`src/rtl/serial_subtractor_if.sv`:
```
// Operand/result handshake bundle for the bit-serial subtractor.
// master drives operands and out_rd; slave is the subtractor itself.
interface serial_subtractor_if #(
    parameter int p_wordlength = 4
);
    logic [p_wordlength-1:0] in_a;
    logic [p_wordlength-1:0] in_b;
    logic                    in_bi;
    logic                    in_vld;
    logic                    in_rd;
    logic [p_wordlength-1:0] out_d;
    logic                    out_bo;
    logic                    out_ovf;
    logic                    out_vld;
    logic                    out_rd;

    modport master (
        output in_a,
        output in_b,
        output in_bi,
        output in_vld,
        output out_rd,
        input  in_rd,
        input  out_d,
        input  out_bo,
        input  out_ovf,
        input  out_vld
    );

    modport slave (
        input  in_a,
        input  in_b,
        input  in_bi,
        input  in_vld,
        input  out_rd,
        output in_rd,
        output out_d,
        output out_bo,
        output out_ovf,
        output out_vld
    );
endinterface

```
`src/rtl/serial_subtractor.sv`:
```
// Bit-serial subtractor: one full-subtractor cell reused LSB first
// over p_wordlength cycles, with valid/ready on both sides.
module serial_subtractor #(
    parameter int p_wordlength = 4
) (
    input logic clk,
    input logic rst,
    serial_subtractor_if.slave bus
);
    localparam int W  = p_wordlength;
    localparam int CW = $clog2(W);
    localparam logic [CW-1:0] LAST = CW'(W - 1);

    typedef enum logic [1:0] {
        IDLE,
        RUN,
        DONE
    } state_t;

    state_t state;
    state_t state_n;

    logic [W-1:0]  a_sr;
    logic [W-1:0]  b_sr;
    logic [W-1:0]  res;
    logic [CW-1:0] cnt;
    logic          bw;
    logic          bo;
    logic          ovf;

    logic a0;
    logic b0;
    logic d;
    logic bw_n;
    logic last;

    assign a0   = a_sr[0];
    assign b0   = b_sr[0];
    assign d    = a0 ^ b0 ^ bw;
    assign bw_n = (~a0 & b0) | (~(a0 ^ b0) & bw);
    assign last = (cnt == LAST);

    always_ff @(posedge clk or posedge rst) begin
        if (rst) begin
            state <= IDLE;
        end else begin
            state <= state_n;
        end
    end

    always_comb begin
        state_n = state;
        unique case (state)
            IDLE: begin
                if (bus.in_vld) begin
                    state_n = RUN;
                end
            end
            RUN: begin
                if (last) begin
                    state_n = DONE;
                end
            end
            DONE: begin
                if (bus.out_rd) begin
                    state_n = IDLE;
                end
            end
            default: begin
                state_n = IDLE;
            end
        endcase
    end

    // Counter saturates on the last bit so it never wraps mid-transaction.
    always_ff @(posedge clk or posedge rst) begin
        if (rst) begin
            a_sr <= '0;
            b_sr <= '0;
            res  <= '0;
            cnt  <= '0;
            bw   <= 1'b0;
            bo   <= 1'b0;
            ovf  <= 1'b0;
        end else begin
            unique case (state)
                IDLE: begin
                    if (bus.in_vld) begin
                        a_sr <= bus.in_a;
                        b_sr <= bus.in_b;
                        bw   <= bus.in_bi;
                        cnt  <= '0;
                    end
                end
                RUN: begin
                    a_sr <= {1'b0, a_sr[W-1:1]};
                    b_sr <= {1'b0, b_sr[W-1:1]};
                    res  <= {d, res[W-1:1]};
                    bw   <= bw_n;
                    if (last) begin
                        bo  <= bw_n;
                        ovf <= bw ^ bw_n;
                    end else begin
                        cnt <= cnt + 1'b1;
                    end
                end
                default: begin
                end
            endcase
        end
    end

    assign bus.in_rd   = (state == IDLE);
    assign bus.out_vld = (state == DONE);
    assign bus.out_d   = res;
    assign bus.out_bo  = bo;
    assign bus.out_ovf = ovf;
endmodule
```
`src/flat_wrapper.sv`:
```
// flat-port wrapper written by rule: the top's interface ports become plain ports
module serial_subtractor_flat 
#(
    parameter int p_wordlength = 4
)
  (clk, rst, bus_in_a, bus_in_b, bus_in_bi, bus_in_vld, bus_out_rd, bus_in_rd, bus_out_d, bus_out_bo, bus_out_ovf, bus_out_vld);
  serial_subtractor_if #(.p_wordlength(p_wordlength)) bus_i ();
  input logic clk;
  input logic rst;
  input wire logic [$bits(bus_i.in_a)-1:0] bus_in_a;
  input wire logic [$bits(bus_i.in_b)-1:0] bus_in_b;
  input wire logic [$bits(bus_i.in_bi)-1:0] bus_in_bi;
  input wire logic [$bits(bus_i.in_vld)-1:0] bus_in_vld;
  input wire logic [$bits(bus_i.out_rd)-1:0] bus_out_rd;
  output wire logic [$bits(bus_i.in_rd)-1:0] bus_in_rd;
  output wire logic [$bits(bus_i.out_d)-1:0] bus_out_d;
  output wire logic [$bits(bus_i.out_bo)-1:0] bus_out_bo;
  output wire logic [$bits(bus_i.out_ovf)-1:0] bus_out_ovf;
  output wire logic [$bits(bus_i.out_vld)-1:0] bus_out_vld;
  assign bus_i.in_a = bus_in_a;
  assign bus_i.in_b = bus_in_b;
  assign bus_i.in_bi = bus_in_bi;
  assign bus_i.in_vld = bus_in_vld;
  assign bus_i.out_rd = bus_out_rd;
  assign bus_in_rd = bus_i.in_rd;
  assign bus_out_d = bus_i.out_d;
  assign bus_out_bo = bus_i.out_bo;
  assign bus_out_ovf = bus_i.out_ovf;
  assign bus_out_vld = bus_i.out_vld;
  serial_subtractor #(.p_wordlength(p_wordlength)) u_core (.clk(clk), .rst(rst), .bus(bus_i));
endmodule
```
`config.mk`:
```
export PLATFORM = sky130hd
export DESIGN_NAME = serial_subtractor_flat
export DESIGN_NICKNAME = d
export VERILOG_FILES = /design/src/rtl/serial_subtractor_if.sv /design/src/rtl/serial_subtractor.sv /design/src/flat_wrapper.sv
export SDC_FILE = /design/constraint.sdc
export NUM_CORES = 1
export LEC_CHECK = 0
export BUFFER_PORTS_ARGS = -buffer_cell sky130_fd_sc_hd__buf_2
export CAP_MARGIN = 30
export CORE_ASPECT_RATIO = 0.8
export CORE_UTILIZATION = 50
export DETAILED_ROUTE_END_ITERATION = 12
export PLACE_DENSITY = 0.84
export SETUP_SLACK_MARGIN = 0.1
export SLEW_MARGIN = 5
export SYNTH_ARGS = -nofsm -noshare
export SYNTH_HDL_FRONTEND = slang
export SYNTH_SLANG_ARGS = --single-unit
export TNS_END_PERCENT = 50
```
`constraint.sdc`:
```
create_clock -name clk -period 1.75 [get_ports clk]
set_input_delay 0.175 -clock clk [delete_from_list [all_inputs] [get_ports clk]]
set_output_delay 0.175 -clock clk [all_outputs]
set_load 0.05 [all_outputs]
```
==> flow_metrics.py, run 1 <==
metrics = {
    "timing": {
        "rsz0062_at_grt": "yes",
        "setup-violations-final": 0,
        "worstMarginPinSlew_ns": 0.705,
        "clock_skew_ns": 0.00191,
        "maxSlewViolCount": 0,
        "post-route-min-period_ns": 1.64,
        "finalHoldViolations": 19,
        "period_share_pct": 93.7,
        "whs_ns": -0.0347,
        "setup_ws_ns": 0.110,
        "max_slew_margin_pct": 53.0,
        "fmax_ghz": 0.610,
        "setup_tns_ns": 0,
    },
    "global_route": {
        "grt_use_met1_pct": 22.3,
        "grt_pass1_vias": 737,
        "grt_use_total_pct": 20.2,
        "antenna_found_initial": 0,
        "grtUsageMet3_pct": 7.97,
        "grt_first_pass_wirelength_um": 3160,
        "grt_use_met2_pct": 35.9,
        "grt_max_degree": 20,
        "overflow": 0,
        "grt_busiest_layer": "met2",
    },
    "routing": {
        "drt_iter0_markers": 16,
        "vias": 702,
        "wl_per_cell_um": 15.8,
        "drc_errors": 0,
        "antenna_left": 0,
        "vias_per_cell": 5.57,
        "wl_um": 1990,
        "dr.pass1.iters": 4,
    },
    "critical_path": {
        "r2r-end": "u_core.bus.out_ovf",
        "worstSetupPathDepth": 3,
        "setup.worst_path.start": "u_core.state[0]",
        "start_kind": "flip-flop",
        "reg2reg_depth": 4,
        "worst-path-buf-inv": 2,
        "crit_end": "bus_in_rd",
        "crit_path_end_kind": "output port",
        "ff2ff_setup_slack_ns": 0.30,
        "rr_startpoint": "u_core.bw",
        "cpMaxStageDelayCell": "dfrtp_1",
        "crit_type": "flip-flop to output port",
        "critPathMaxStageDelay_ns": 0.48,
        "path_cells": "buf_4, nor2_2, buf_4",
        "path_common_cell": "buf_4",
        "cp.required_ns": 1.57,
        "cp_top_family": "flip-flops",
        "arrival_ns": 1.46,
        "cp_max_fo": 10,
    },
    "clocking": {
        "post_cts_buffers": 0,
        "cts_tree": "yes",
        "clkTransAtPathRegs_ns": 0.11,
        "cts_buffers": 3,
        "clkLatencyLatePin_ns": 0.30,
        "clkSinkCount": 19,
        "htreeDepth": 1,
        "ctsHoldBuffers": 0,
        "cts_buffer_depth": 2,
        "cts-root-buf": "clkbuf_4",
    },
    "place": {
        "dp_hpwl_um": 1400,
        "place.gp.congestion": 0.784,
        "port_buffers": 20,
        "dp_slack_ns": 0.334,
    },
    "run_status": {
        "violations": "negative hold slack",
        "status": "complete, but fails checks",
    },
    "die": {
        "rows": 14,
        "start_util_pct": 54.1,
        "dieWidth_um": 52.8,
        "dieHeight_um": 42.6,
        "core_area_mm2": 0.00191,
        "ios": 21,
        "dieArea_mm2": 0.00225,
    },
    "finish": {
        "final_common_cell": "buf_2",
        "nets": 118,
        "layout-drive-gt1-share_pct": 44.1,
        "area_growth_pct": 13.0,
        "diodes": 0,
        "mostFrequentLayoutCells": "buf_2, dfrtp_1, inv_1, nor4b_2, buf_4",
        "fillers": 160,
    },
    "run": {
        "maxCapViolCount": 0,
    },
    "logic_synthesis": {
        "avgSynthCellArea_um2": 12.7,
        "yosys_warnings": 0,
        "synth_nets": 96,
        "synthesis.instances": 81,
        "synth.distinct_cells": 31,
        "ys_seq_elements": 19,
        "ys_seq_area_share_pct": 46.1,
        "synth_area_mm2": 0.00103,
    },
    "power_and_ir_drop": {
        "ir_worst_vdd_mv": 1.30,
        "p_per_area_mw_per_mm2": 2060,
        "power_leakage_nw": 0.569,
    },
    "hold_path": {
        "min_path_type": "input pin to asynchronous set/reset pin",
    },
}
worst min path at each step:
stage	to	slack, ns	cells past startpoint
2_1_floorplan	u_core.a_sr[0]	0.13	1
3_3_place_gp	u_core.bus.out_d[0]	0.32	2
3_5_place_dp	u_core.bus.out_d[0]	0.33	2
4_1_cts	u_core.bus.out_d[0]	0.0006	2
5_1_grt	u_core.bus.out_d[0]	0.02	2
6_report	u_core.bus.out_ovf	-0.03	2
per-layer routing:
metal | vias up | wire (µm)
li1 | 335 | -
met1 | 341 | 832
met2 | 22 | 1020
met3 | 4 | 121
met4 | 0 | 14
met5 | - | 0
power by group:
group          total, mW  switching [mW]  internal [mW]
logic               1.35           0.791          0.561
clock network      0.226           0.140         0.0852
registers          0.829           0.174          0.656
total               2.41            1.10           1.30
cell usage after synthesis:
cell	n	share of area, %
inv_1	10	3.6
nor4b_2	4	5.8
a221oi_2	3	4.4
buf_6	3	3.3
buf_4	1	0.73
o21bai_4	1	1.8
mux2_2	3	3.3
xnor2_1	1	0.85
mux2_1	2	2.2
a21o_1	1	0.73
and3b_1	1	0.85
nand2b_1	3	1.8
nor4b_1	2	1.7
nor2b_1	3	1.8
a32o_1	2	1.9
a21oi_1	1	0.48
a211o_1	2	1.7
mux2i_1	1	0.97
nor2_1	3	1.1
ha_1	1	1.2
and3_1	2	1.2
nor3b_2	2	2.4
nor2b_4	1	1.3
fa_1	1	1.9
a222oi_1	2	1.9
a211oi_2	2	2.4
buf_2	1	0.48
nor2_2	1	0.61
clkbuf_1	1	0.36
nor4bb_1	1	0.97
dfrtp_1	19	46
flip-flops by register name, summed over array words and instances, names as in the netlist:
signal / flops
u_core.b_sr: 4
u_core.a_sr: 4
u_core.bw: 1
u_core.bus.out_bo: 1
u_core.cnt: 2
u_core.bus.out_d: 4
u_core.bus.out_ovf: 1
u_core.state: 2
what timing repair did:
action                     4_1_cts  5_1_grt
gates resized for setup          1        1
pin swaps                        0        0
setup endpoints to repair        2        2
layout make-up:
cell class / count / area (µm²) / area share (%)
timing repair buffer: 23 / 125 / 10.7
inverter: 10 / 37.5 / 3.22
clock buffer: 3 / 22.5 / 1.93
clock inverter: 1 / 5.00 / 0.429
sequential: 19 / 477 / 40.9
tap: 24 / 30.0 / 2.58
multi-input combinational: 46 / 469 / 40.2
cells by family after synthesis:
family / count (synthesis) / share of synthesized area [%]
multiplexers: 6 / 6.42
flip-flops: 19 / 46.1
AND/OR/NAND/NOR: 23 / 19.6
AO/OA/AOI/OAI: 14 / 15.4
XOR/XNOR: 1 / 0.849
buffers and inverters: 16 / 8.48
adder cells (fa/ha/maj): 2 / 3.15
stage by stage:
| stage | power (mW) | cell area (µm²) | hold slack [ns] | utilization [%] | cells |
|---|---|---|---|---|---|
| 4_1_cts | 2.42 | 1160 | 0.000552 | 61.0 | 126 |
| 6_report | 2.41 | 1170 | -0.0347 | 61.1 | 126 |
| 3_5_place_dp | 2.18 | 1130 | 0.331 | 59.4 | 122 |
| 2_1_floorplan | 1.95 | 1030 | 0.126 | - | 81 |
| 3_3_place_gp | 2.11 | 1130 | 0.317 | 59.4 | 122 |
| 5_1_grt | 2.58 | 1170 | 0.0172 | 61.1 | 126 |
Note: power is estimated with default switching activity, not from simulation.
==> run 2, diff against run 1 <==
--- a/config.mk
+++ b/config.mk
@@ -5,12 +5,13 @@
 export SDC_FILE = /design/constraint.sdc
 export NUM_CORES = 1
 export LEC_CHECK = 0
+export ABC_AREA = 1
 export BUFFER_PORTS_ARGS = -buffer_cell sky130_fd_sc_hd__buf_2
 export CAP_MARGIN = 30
 export CORE_ASPECT_RATIO = 0.8
 export CORE_UTILIZATION = 50
 export DETAILED_ROUTE_END_ITERATION = 12
-export PLACE_DENSITY = 0.84
+export PLACE_DENSITY = 0.85
 export SETUP_SLACK_MARGIN = 0.1
 export SLEW_MARGIN = 5
 export SYNTH_ARGS = -nofsm -noshare
==> run 2 against run 1 <==
Net effect: the flow now finishes without violations; non-clock buffer count did not move; clock skew rose by 0.0029 ns; highest routed layer unchanged; critical path type unchanged; largest power group unchanged; synthesized area fell by 9.9%; first-iteration DRC count rose by 44%.
==> flow_metrics.py, run 2 <==
metrics = {
    "timing": {
        "setup-violations-final": 0,
        "post-route-min-period_ns": 1.50,
        "max_slew_margin_pct": 52.3,
        "worstMarginPinSlew_ns": 0.715,
        "maxSlewViolCount": 0,
        "period_share_pct": 85.9,
        "setup_tns_ns": 0,
        "finalHoldViolations": 0,
        "rsz0062_at_grt": "no",
        "fmax_ghz": 0.665,
        "clock_skew_ns": 0.00483,
    },
    "hold_path": {
        "min_path_type": "input pin to flip-flop",
    },
    "logic_synthesis": {
        "synth_area_um2": 930,
        "async_reset_ff_share_pct": 100,
        "synth-compound-area-share_pct": 3.10,
        "yosys.area.top_type": "dfrtp_1",
        "synth_commonest_cells": "nand2_1, dfrtp_1, nand3_1, inv_1",
        "synth_top_family_by_area": "simple AND/OR/NAND/NOR gates",
        "synth.most_common_cell": "nand2_1",
        "synth_ff_type": "dfrtp_1",
        "avgSynthCellArea_um2": 8.15,
        "synth_xor_area_share_pct": 0,
        "synth_edf_count": 0,
        "yosys_warnings": 0,
        "ys_seq_area_share_pct": 51.1,
        "synthesis.instances": 114,
        "ys_seq_elements": 19,
        "synth_area_leaders": "dfrtp_1, nand2_1, nand3_1, inv_1, fa_1",
        "synth_fa_ha_area_share_pct": 3.50,
        "muxShareOfSynthArea_pct": 0,
        "synthSimpleGateAreaFrac_pct": 35.8,
        "synth_top_area_share_pct": 51.1,
        "synth_nets": 129,
        "synth.distinct_cells": 18,
    },
    "place": {
        "place.gp.congestion": 0.759,
        "place_area_mm2": 0.00105,
        "port_buffers": 20,
        "dp_hpwl_um": 1290,
    },
    "routing": {
        "drt_iter0_markers": 23,
        "vias_per_cell": 4.92,
        "antenna_left": 0,
        "drc_errors": 0,
        "dr.pass1.iters": 4,
        "wl_um": 1780,
        "wl_per_cell_um": 11.0,
        "vias": 792,
    },
    "critical_path": {
        "start_kind": "flip-flop",
        "path_cells": "inv_2, nor2_2, buf_2",
        "crit_path_end_kind": "output port",
        "cp_top_family": "flip-flops",
        "ff2ff_setup_slack_ns": 0.51,
        "critPathMaxStageDelay_ns": 0.46,
        "arrival_ns": 1.33,
        "cp_max_fo": 11,
        "cpMaxStageDelayCell": "dfrtp_1",
        "crit_type": "flip-flop to output port",
        "cp.required_ns": 1.57,
        "worst-path-buf-inv": 2,
    },
    "die": {
        "ios": 21,
        "start_util_pct": 55.5,
        "core_area_mm2": 0.00168,
        "dieHeight_um": 40.6,
        "dieArea_mm2": 0.00204,
        "rows": 13,
        "dieWidth_um": 50.2,
    },
    "power_and_ir_drop": {
        "p_per_area_mw_per_mm2": 2040,
        "power_leakage_nw": 0.632,
        "ir_worst_vdd_mv": 1.68,
        "total_power_mw": 2.23,
    },
    "clocking": {
        "clkTransAtPathRegs_ns": 0.10,
        "cts_tree": "yes",
        "clkLatencyLatePin_ns": 0.30,
        "htreeDepth": 1,
        "cts_buffer_depth": 2,
        "cts-root-buf": "clkbuf_4",
        "post_cts_buffers": 0,
        "cts_buffers": 3,
        "clkSinkCount": 19,
    },
    "finish": {
        "mostFrequentLayoutCells": "nand2_1, buf_2, dfrtp_1, nand3_1, inv_1",
        "nets": 155,
        "utilization_pct": 65.1,
        "area_growth_pct": 17.4,
        "layout-drive-gt1-share_pct": 24.5,
        "final_common_cell": "nand2_1",
        "diodes": 0,
        "final_cell_area_mm2": 0.00109,
    },
    "global_route": {
        "grt_use_total_pct": 19.6,
        "overflow": 0,
        "grt_max_degree": 20,
        "grt_pass1_vias": 641,
        "antenna_found_initial": 0,
        "grt_first_pass_wirelength_um": 2770,
    },
    "run": {
        "maxCapViolCount": 0,
    },
    "run_status": {
        "status": "finished clean",
    },
}
[run 2: repair_timing]
item,4_1_cts,5_1_grt
gates resized for setup,0,1
endpoints found under the setup margin,0,1
hold buffers,1,0
endpoints found under the hold margin,19,0
[run 2: cell families (layout without fill, tap and decap cells)]
| logic type | after synthesis | in the layout |
|---|---|---|
| simple gates | 75 | 75 |
| fa+ha+maj | 2 | 2 |
| buf+inv | 13 | 38 |
| flops | 19 | 19 |
| compound gates | 5 | 5 |
[run 2: final cells by class]
cell class	count	area, µm²
multi-input combinational	82	394
tap	22	27.5
fill	149	584
sequential	19	477
clock buffer	4	26.3
inverter	11	41.3
timing repair buffer	23	125
[run 2: final timing paths]
path	from	to	cells past startpoint
max in group asynchronous	rst	u_core.state[0]	3
worst max-delay path	u_core.state[1]	bus_out_vld	3
min in group asynchronous	rst	u_core.bw	3
worst min-delay path	bus_out_rd	u_core.state[1]	4
worst max register to register	u_core.state[1]	u_core.bw	5
worst min register to register	u_core.b_sr[0]	u_core.b_sr[0]	2
[run 2: per-stage QoR]
step	hold WS (ns)	setup slack [ns]	cells
floorplan	0.126	0.130	114
global placement	0.312	0.445	156
detailed placement	0.325	0.354	156
CTS	0.0956	0.189	161
global route	0.118	0.179	161
finish	0.0946	0.246	161
[run 2: worst register-to-register path, delay by kind of cell (launching register included)]
kind	cells	cell delay [ns]
flops	1	0.45
buf+inv	2	0.41
compound gates	1	0.16
simple gates	2	0.10
[run 2: routing by layer]
metal / wire length, µm / up-vias / GRT usage (%) / share of wire (%)
met3: 96 / 2 / 7.95 / 5.4
met4: 12 / 0 / 4.29 / 0.68
met2: 838 / 25 / 32.3 / 47
met1: 830 / 357 / 24.6 / 47
li1: - / 408 / - / -
met5: 0 / - / 0 / 0
[run 2: where the power goes]
part	switching (mW)	total, mW	internal, mW
clock	0.136	0.225	0.0890
sequential	0.172	0.813	0.640
combinational	0.818	1.19	0.375
total	1.13	2.23	1.10
==> run 3, diff against run 2 <==
==> constraint.sdc (replaced) <==
create_clock -name clk -period 1.75 [get_ports clk]
set_input_delay 0.35 -clock clk [delete_from_list [all_inputs] [get_ports clk]]
set_output_delay 0.35 -clock clk [all_outputs]
set_load 0.05 [all_outputs]
==> run 3 against run 2 <==
Net effect: utilization down 0.075 points; global-route usage down 0.38 points; count of clock-buffer cells in the layout unchanged; flip-flop and latch count unchanged; setup slack worse by 0.053 ns; die area unchanged; critical endpoint unchanged; largest cell class unchanged.
==> flow_metrics.py, run 3 (same netlist as run 2, synthesis figures left out) <==
metrics = {
    "run_status": {
        "status": "finished clean",
    },
    "global_route": {
        "grt_pass1_vias": 636,
        "overflow": 0,
        "grt_first_pass_wirelength_um": 2700,
        "antenna_found_initial": 0,
        "grt_max_degree": 20,
        "grt_use_total_pct": 19.3,
    },
    "timing": {
        "whs_ns": 0.149,
        "worstMarginPinSlew_ns": 0.700,
        "finalHoldViolations": 0,
        "setup_ws_ns": 0.193,
        "fmax_ghz": 0.642,
        "setup-violations-final": 0,
        "clock_skew_ns": 0.000685,
        "rsz0062_at_grt": "no",
        "period_share_pct": 89.0,
        "setup_tns_ns": 0,
        "post-route-min-period_ns": 1.56,
        "max_slew_margin_pct": 53.3,
        "maxSlewViolCount": 0,
    },
    "die": {
        "start_util_pct": 55.5,
        "rows": 13,
        "dieHeight_um": 40.6,
        "dieArea_mm2": 0.00204,
        "ios": 21,
        "core_area_mm2": 0.00168,
        "dieWidth_um": 50.2,
    },
    "place": {
        "port_buffers": 20,
        "place_area_mm2": 0.00105,
        "place.gp.congestion": 0.787,
        "dp_slack_ns": 0.455,
        "dp_hpwl_um": 1280,
        "place_inst": 156,
    },
    "critical_path": {
        "critPathMaxStageDelay_ns": 0.42,
        "path_cells": "inv_2, nor2_2, clkbuf_4",
        "crit_path_end_kind": "output port",
        "arrival_ns": 1.21,
        "crit_type": "flip-flop to output port",
        "cp_max_fo": 11,
        "cpMaxStageDelayCell": "dfrtp_1",
        "start_kind": "flip-flop",
        "cp.required_ns": 1.40,
    },
    "finish": {
        "area_growth_pct": 17.2,
        "utilization_pct": 65.0,
        "diodes": 0,
        "final_cell_area_mm2": 0.00109,
        "fillers": 153,
        "final-seq-area_um2": 475,
        "final_common_cell": "nand2_1",
        "layout-drive-gt1-share_pct": 24.5,
        "multi_input_area_um2": 394,
        "final_cells": 161,
        "nets": 155,
        "mostFrequentLayoutCells": "nand2_1, buf_2, dfrtp_1, nand3_1, inv_1",
    },
    "clocking": {
        "clkLatencyLatePin_ns": 0.29,
        "cts_tree": "yes",
        "cts-root-buf": "clkbuf_4",
        "clkTransAtPathRegs_ns": 0.10,
        "clkSinkCount": 19,
        "htreeDepth": 1,
        "ctsHoldBuffers": 0,
        "cts_buffers": 3,
        "cts_buffer_depth": 2,
    },
    "routing": {
        "wl_per_cell_um": 10.8,
        "vias_per_cell": 4.88,
        "wl_um": 1730,
        "drc_errors": 0,
        "dr.pass1.iters": 4,
        "antenna_left": 0,
        "vias": 786,
        "drt_iter0_markers": 25,
    },
    "run": {
        "maxCapViolCount": 0,
    },
    "power_and_ir_drop": {
        "power_leakage_nw": 0.633,
        "p_per_area_mw_per_mm2": 2050,
        "total_power_mw": 2.23,
        "ir_worst_vdd_mv": 1.40,
    },
    "hold_path": {
        "min_path_type": "input pin to asynchronous set/reset pin",
    },
}
-- run 3: changes by cell type in the layout (fill, tap and decap cells not counted) --
cell and delta:
buf_2 -1, buf_4 +1, clkbuf_4 +1, dfrtp_1 +1, dfrtp_2 -1, dlygate4sd3_1 -1
-- run 3: final cells by class --
cell class	instances	share of cell area, %
flip-flops and latches	19	43.6
multi-input cells	82	36.2
repair buffers	23	11.5
inverters	11	3.79
well taps	22	2.53
clock buffers	4	2.41
-- run 3: worst max-delay path, delay by kind of cell, from the launching register on --
family	cells	cell delay (ns)
buf+inv	2	0.43
simple gates	1	0.06
flops	1	0.42
-- run 3: path summary, 6_finish.rpt --
path | startpoint | to | slack (ns) | depth (start not counted)
max in group asynchronous | rst | u_core.b_sr[2] | 1.16 | 2
min | rst | u_core.bus.out_ovf | 0.15 | 2
min in group clk | bus_in_a[3] | u_core.a_sr[3] | 0.29 | 3
min reg2reg | u_core.bus.out_d[0] | u_core.bus.out_d[0] | 0.49 | 2
max | u_core.state[1] | bus_out_vld | 0.19 | 3
max reg2reg | u_core.b_sr[0] | u_core.bus.out_ovf | 0.52 | 6
-- run 3: where the power goes --
part | switching (mW) | leakage [nW] | internal (mW) | total [mW]
registers | 0.130 | 0.240 | 0.639 | 0.769
clock network | 0.127 | 0.0150 | 0.0887 | 0.215
logic | 0.861 | 0.377 | 0.387 | 1.25
-- run 3: per-layer routing --
metal	vias up	GRT usage [%]	wire (µm)
li1	404	-	-
met1	354	22.9	840
met2	26	32.7	784
met3	2	7.95	95
met4	0	5.71	12
met5	-	0	0
-- run 3: repair_timing --
item,in CTS,in global routing
endpoints found under the setup margin,0,1
endpoints found under the hold margin,0,0
gates resized for setup,0,1
buffers inserted,0,1
